File: src/rtl/ws2812_frame_ctrl_pkg.sv
// rtl/ws2812_frame_ctrl_pkg.sv - shared types and constants for the WS2812 frame controller
// Purpose: control FSM state encoding, pixel type and per-LED bit count.
// Ports: none (package).
package ws2812_frame_ctrl_pkg;

    typedef enum logic [2:0] {
        WAIT_RST = 3'd0,
        IDLE     = 3'd1,
        CAPTURE  = 3'd2,
        COMMIT   = 3'd3,
        FORWARD  = 3'd4
    } ctrl_state_t;

    typedef logic [23:0] pixel_t;

    localparam int C_BITS_PER_LED = 24;

endpackage

File: src/rtl/ws2812_frame_ctrl_treset_detector.sv
// rtl/ws2812_frame_ctrl_treset_detector.sv - WS2812 bus reset (long line-low) detector
// Purpose: counts consecutive low clocks on the serial line and emits a single
//          treset pulse once the low period reaches TRESET_CYCLES.
// Ports:
//   i_clk     in  1  system clock
//   i_reset   in  1  synchronous, active-high reset
//   i_line    in  1  synchronized serial line level
//   o_treset  out 1  1-cycle pulse, visible on the TRESET_CYCLES-th low clock
module ws2812_frame_ctrl_treset_detector #(
    parameter int TRESET_CYCLES = 5000
) (
    input  logic i_clk,
    input  logic i_reset,
    input  logic i_line,
    output logic o_treset
);

    localparam int LOW_W = $clog2(TRESET_CYCLES);
    localparam logic [LOW_W-1:0] C_SAT = LOW_W'(TRESET_CYCLES - 1);
    localparam logic [LOW_W-1:0] C_PRE = LOW_W'(TRESET_CYCLES - 2);

    logic [LOW_W-1:0] r_low_cnt;
    logic             r_treset;

    // The counter parks at C_SAT while the line stays low, so the pulse fires
    // only on the C_PRE -> C_SAT transition and cannot repeat until the line
    // has gone high and cleared the count.
    always_ff @(posedge i_clk) begin
        if (i_reset) begin
            r_low_cnt <= '0;
            r_treset  <= 1'b0;
        end else begin
            r_treset <= 1'b0;
            if (i_line) begin
                r_low_cnt <= '0;
            end else if (r_low_cnt != C_SAT) begin
                r_low_cnt <= r_low_cnt + 1'b1;
                r_treset  <= (r_low_cnt == C_PRE);
            end
        end
    end

    assign o_treset = r_treset;

endmodule

File: src/rtl/ws2812_frame_ctrl.sv
// rtl/ws2812_frame_ctrl.sv - frame sequencer for one WS2812 chain node
// Purpose: detects bus reset, captures this node's 24 bits, commits the pixel
//          to a valid/ready output, then forwards and counts remaining bits.
// Ports:
//   i_clk, i_reset                 clock, synchronous active-high reset
//   i_line, i_bit_valid            serial line level, decoded-bit strobe
//   i_led_data[23:0]               upper 24 bits of the shift register (GRB)
//   o_treset                       shift-register reload pulse
//   o_passthru_en                  output mux select while forwarding
//   o_pixel_data/valid, i_pixel_ready  pixel handshake
//   o_fwd_count, o_frame_count     forwarded bits (saturating), frames (wrapping)
//   o_err_short, o_overrun         short-frame pulse, sticky pixel-drop flag
module ws2812_frame_ctrl
    import ws2812_frame_ctrl_pkg::*;
#(
    parameter int TRESET_CYCLES = 5000,
    parameter int CNT_W         = 16
) (
    input  logic             i_clk,
    input  logic             i_reset,
    input  logic             i_line,
    input  logic             i_bit_valid,
    input  logic [23:0]      i_led_data,
    output logic             o_treset,
    output logic             o_passthru_en,
    output logic [23:0]      o_pixel_data,
    output logic             o_pixel_valid,
    input  logic             i_pixel_ready,
    output logic [CNT_W-1:0] o_fwd_count,
    output logic [CNT_W-1:0] o_frame_count,
    output logic             o_err_short,
    output logic             o_overrun
);

    localparam logic [4:0] C_LAST_BIT = 5'(C_BITS_PER_LED - 1);

    logic             w_treset;
    ctrl_state_t      r_state;
    logic [4:0]       r_bit_cnt;
    pixel_t           r_pixel_data;
    logic             r_pixel_valid;
    logic [CNT_W-1:0] r_fwd_count;
    logic [CNT_W-1:0] r_frame_count;
    logic             r_err_short;
    logic             r_overrun;

    ws2812_frame_ctrl_treset_detector #(
        .TRESET_CYCLES(TRESET_CYCLES)
    ) u_treset_detector (
        .i_clk   (i_clk),
        .i_reset (i_reset),
        .i_line  (i_line),
        .o_treset(w_treset)
    );

    // In every state a treset is tested before i_bit_valid, so a strobe that
    // coincides with the reset pulse is dropped.
    always_ff @(posedge i_clk) begin
        if (i_reset) begin
            r_state       <= WAIT_RST;
            r_bit_cnt     <= '0;
            r_pixel_data  <= '0;
            r_pixel_valid <= 1'b0;
            r_fwd_count   <= '0;
            r_frame_count <= '0;
            r_err_short   <= 1'b0;
            r_overrun     <= 1'b0;
        end else begin
            r_err_short <= 1'b0;
            if (r_pixel_valid && i_pixel_ready) begin
                r_pixel_valid <= 1'b0;
            end

            case (r_state)
                // Never lock on mid-stream: wait for a clean frame boundary.
                WAIT_RST: begin
                    if (w_treset) begin
                        r_state <= IDLE;
                    end
                end
                IDLE: begin
                    if (!w_treset && i_bit_valid) begin
                        r_state   <= CAPTURE;
                        r_bit_cnt <= 5'd1;
                    end
                end
                CAPTURE: begin
                    if (w_treset) begin
                        r_state     <= IDLE;
                        r_err_short <= 1'b1;
                        r_bit_cnt   <= '0;
                    end else if (i_bit_valid) begin
                        if (r_bit_cnt == C_LAST_BIT) begin
                            r_state   <= COMMIT;
                            r_bit_cnt <= '0;
                        end else begin
                            r_bit_cnt <= r_bit_cnt + 5'd1;
                        end
                    end
                end
                // The shift register took the 24th bit on the previous edge,
                // so i_led_data is complete here.
                COMMIT: begin
                    if (!r_pixel_valid || i_pixel_ready) begin
                        r_pixel_data  <= i_led_data;
                        r_pixel_valid <= 1'b1;
                    end else begin
                        r_overrun <= 1'b1;
                    end
                    if (w_treset) begin
                        r_state       <= IDLE;
                        r_frame_count <= r_frame_count + CNT_W'(1);
                    end else begin
                        r_state <= FORWARD;
                        if (i_bit_valid) begin
                            r_fwd_count <= CNT_W'(1);
                        end
                    end
                end
                FORWARD: begin
                    if (w_treset) begin
                        r_state       <= IDLE;
                        r_fwd_count   <= '0;
                        r_frame_count <= r_frame_count + CNT_W'(1);
                    end else if (i_bit_valid && (r_fwd_count != '1)) begin
                        r_fwd_count <= r_fwd_count + CNT_W'(1);
                    end
                end
                default: begin
                    r_state <= WAIT_RST;
                end
            endcase
        end
    end

    assign o_treset      = w_treset;
    assign o_passthru_en = (r_state == FORWARD);
    assign o_pixel_data  = r_pixel_data;
    assign o_pixel_valid = r_pixel_valid;
    assign o_fwd_count   = r_fwd_count;
    assign o_frame_count = r_frame_count;
    assign o_err_short   = r_err_short;
    assign o_overrun     = r_overrun;

endmodule

File: config.mk
export PLATFORM = sky130hd
export DESIGN_NAME = ws2812_frame_ctrl
export DESIGN_NICKNAME = d
export VERILOG_FILES = /design/src/rtl/ws2812_frame_ctrl_pkg.sv /design/src/rtl/ws2812_frame_ctrl_treset_detector.sv /design/src/rtl/ws2812_frame_ctrl.sv
export SDC_FILE = /design/constraint.sdc
export NUM_CORES = 1
export LEC_CHECK = 0
export ABC_AREA = 1
export BUFFER_PORTS_ARGS = -buffer_cell sky130_fd_sc_hd__buf_2
export CAP_MARGIN = 20
export CELL_PAD_IN_SITES_DETAIL_PLACEMENT = 1
export CELL_PAD_IN_SITES_GLOBAL_PLACEMENT = 1
export CORE_UTILIZATION = 40
export CTS_CLUSTER_SIZE = 24
export DETAILED_ROUTE_END_ITERATION = 7
export GPL_TIMING_DRIVEN = 0
export HOLD_SLACK_MARGIN = 0.03
export PLACE_DENSITY_LB_ADDON = 0.1
export SLEW_MARGIN = 5
export SYNTH_ARGS = -nofsm -noshare
export SYNTH_HDL_FRONTEND = slang
export SYNTH_SLANG_ARGS = --single-unit
File: constraint.sdc
create_clock -name i_clk -period 3.3 [get_ports i_clk]
set_input_delay 0.165 -clock i_clk [delete_from_list [all_inputs] [get_ports i_clk]]
set_output_delay 0.165 -clock i_clk [all_outputs]
set_load 0.02 [all_outputs]
==> impl_results.md <==
* Outcome: finished clean
* Nets at 751
* Largest net degree at the start of global routing at 15
* Headroom to the max-slew limit at 0.5799
* Pwr/cell area at 489.1 nW/um^2
* Critical Path Source Type: flop
* Initial antenna violation count at 0
* GR Util All Layers at 0.2455
* Crit path max-delay family: simple AND/OR/NAND/NOR gates
* Pins Over Slew Limit at 0
* Mapped Cells at 611
* Sequential standard cell area at 1622 um^2
* Clock Latency Late Sink at 350 ps
* Routed Antenna Nets at 0
* Final WL at 12000 um
* Via count at 4321
* Area Overhead vs Synth at 23.25%
* M2 GR Usage at 0.4113
* Cell repeated most along the worst path: nor2_1
* Seq/Total Area, Yosys at 0.4122
* FP Rows at 35
* GR met1 Demand/Resource at 0.3182
* Number of synthesized flops with an enable pin at 0
* GP Congestion at 0.8582
* Die Ht at 101.2 um
* Critical path's slowest cell: nor2_1
* Crit. path cell count at 6
* WHS at 40.04 ps
* Hold Path Origin: i_led_data[5]
* Fin area at 4848 um^2
* Synth Warn # at 0
* N_diodes at 0
* Final Util at 0.5174
* TritonCTS Buffers at 9
* Fillers at 1337
* Starting density of the core at 0.4198
* Post-synth top flop: dfxtp_1
* Slew @ Worst Pin at 630.1 ps
* Hold Vio Cnt, Final at 0
* WHS Endpoint: o_pixel_data[5]$_SDFFE_PP0P_
* WP buf/inv at 2
* Setup_tns at 0 ps
* RSZ-0062 raised after global routing: no
* FFs w/ async S/R, synth at 0
* Multi-input combinational cell area at 1973 um^2
* Clock skew at 11.83 ps
* Post-DP HPWL at 8962 um
* Final min period at 1945 ps
* DIE WIDTH at 101.2 um
* F_max at 0.5141 GHz
* Reg2Reg Setup Slack at 1350 ps
* Reg2Reg Launch Point: r_state[1]$_SDFFE_PP0P_
* First-pass GRT wire length at 19880 um
* Min-Delay Path Class: input port to flop
* CTS sink count at 81
* Clk buf depth at 2
* Worst R2R End: o_pixel_data[7]$_SDFFE_PP0P_
* Mapped Avg Cell Area at 6.438 um^2
* Layout cell share with drive strength beyond 1 at 0.1648
* Synth cell types at 27
* Post-route clock period utilization at 0.5894
* Drt pass-1 iters at 4
* WP data arrival at 2190 ps
* Synth Cell Area at 3934 um^2
* Worst-path clk slew at 90 ps
* Kind of critical path: flop to flop
* M3 GR Usage at 0.04348
* Grt ovf at 0
* Worst hold stages at 3
* Core area at 9371 um^2
* CP max stage delay at 530 ps
* Via density at 5.078
* Clock Tree Root: clkbuf_8
* Maxcap violations at 0
* Setup Viol. Count Final at 0
* H-tree Lvls at 3
* Number of remaining DRC errors at 0
* Number of global-route vias before repair at 4295
* Setup repair bufs after CTS at 0
* Max VDD drop at 0.2442 mV
* Leak pwr at 2.176 nW
* Element type at the critical path end: flop
* GR peak layer: met2
* Register bit total from synthesis at 81
* Input/output buffers at 88
* Avg WL per Cell at 14.10 um
* Post-synthesis net count at 645
* Number of I/O pins at 90
* CP required at 3540 ps
* CP Cell Sequence: nand3_1 > nor2_1 > inv_1 > buf_2 > nor2_1 > nor2_1
* CTS tree: done
* Drt initial violations at 105
* Worst reg-to-reg path cell count at 6
* Crit-path max FO at 10
* Die area at 10240 um^2
* Placed cell area at 4536 um^2
[final cells by class]
class / instances / share of cell area
clock buffer: 10 / 0.02632
multi-input combinational: 442 / 0.4070
tap: 129 / 0.03329
timing repair buffer: 95 / 0.1053
inverter: 71 / 0.05497
buffer: 17 / 0.01497
sequential: 81 / 0.3345
clock inverter: 6 / 0.02374
[tightest hold or removal path: stages]
cell and delay (ps):
buf_2 70, nor2_1 30, nor2_1 80
[what timing repair did]
item                       in CTS  in global routing
resized for setup               0                  0
hold buffers                    7                  0
setup endpoints to repair       0                  0
hold endpoints to repair        7                  0
[cells in the final DEF, fill, tap and decap left out, types with 3 or more instances in the layout]
| master | Yosys | final |
|---|---|---|
| dlygate4sd3_1 | 0 | 7 |
| ha_1 | 5 | 5 |
| nand2_1 | 130 | 130 |
| a31oi_1 | 4 | 4 |
| a21oi_1 | 30 | 30 |
| nand4_1 | 10 | 10 |
| nor3_1 | 13 | 13 |
| clkbuf_8 | 0 | 9 |
| nor2_2 | 3 | 3 |
| nand3_1 | 48 | 48 |
| bufinv_16 | 0 | 3 |
| buf_2 | 7 | 95 |
| clkbuf_1 | 9 | 10 |
| inv_1 | 70 | 70 |
| o21ai_0 | 48 | 48 |
| nand2_2 | 3 | 3 |
| nor2_1 | 134 | 134 |
| dfxtp_1 | 81 | 81 |
[cell usage after synthesis (3+ instances only)]
cell type	number	area share
inv_1	70	0.067
nand2_2	3	0.0048
nand4_1	10	0.016
o21ai_0	48	0.061
nor2_2	3	0.0048
a21oi_1	30	0.038
ha_1	5	0.016
nand2_1	130	0.12
nand3_1	48	0.061
clkbuf_1	9	0.0086
nor2_1	134	0.13
a31oi_1	4	0.0064
dfxtp_1	81	0.41
nor3_1	13	0.017
buf_2	7	0.0089
[how the worst max path moves through the flow]
stage	to	slack (ps)	from
CTS	o_pixel_data[7]$_SDFFE_PP0P_	1320	r_state[1]$_SDFFE_PP0P_
floorplan	o_fwd_count[6]$_SDFFE_PP0P_	1630	o_fwd_count[0]$_SDFFE_PP0P_
global placement	o_pixel_data[20]$_SDFFE_PP0P_	1420	r_state[1]$_SDFFE_PP0P_
global route	o_pixel_data[3]$_SDFFE_PP0P_	1100	r_state[1]$_SDFFE_PP0P_
detailed placement	o_fwd_count[14]$_SDFFE_PP0P_	1370	o_fwd_count[0]$_SDFFE_PP0P_
finish	o_pixel_data[7]$_SDFFE_PP0P_	1350	r_state[1]$_SDFFE_PP0P_
[logic make-up (layout without fill, tap and decap cells)]
logic type	count (synthesis)	after routing	synth area share
AOI/OAI and AO/OA	90	90	0.1199
and+or+nand+nor	346	346	0.3636
buffers and inverters	88	199	0.08619
DFF	81	81	0.4122
adders and majority gates	5	5	0.01590
xor gates and xnor gates	1	1	0.002227
[registers in the layout (all words and copies together), names as in the netlist]
signal and count:
o_err_short 1, o_frame_count 16, o_fwd_count 16, o_overrun 1
o_pixel_data 24, o_pixel_valid 1, r_bit_cnt 5, r_state 3
u_treset_detector.o_treset 1, u_treset_detector.r_low_cnt 13
[stage by stage]
step	power, mW	setup WS [ps]	std cells
5_1_grt	2.493	1101	851
4_1_cts	2.388	1322	851
2_1_floorplan	1.360	1635	611
3_3_place_gp	1.472	1416	828
3_5_place_dp	1.487	1370	828
6_report	2.372	1355	851
[metal layers]
layer | part of all wire | routed length, um | vias to the layer above
met5 | 0 | 0 | -
met4 | 0.019 | 222 | 0
met3 | 0.036 | 427 | 21
met2 | 0.47 | 5683 | 87
met1 | 0.47 | 5666 | 2052
li1 | - | - | 2161
[where the power goes]
group,switching (mW),internal (mW)
Clock,0.389,0.508
Sequential,0.0413,1.03
Combinational,0.275,0.134
Total,0.705,1.67
(Power assumes the default switching activity.)
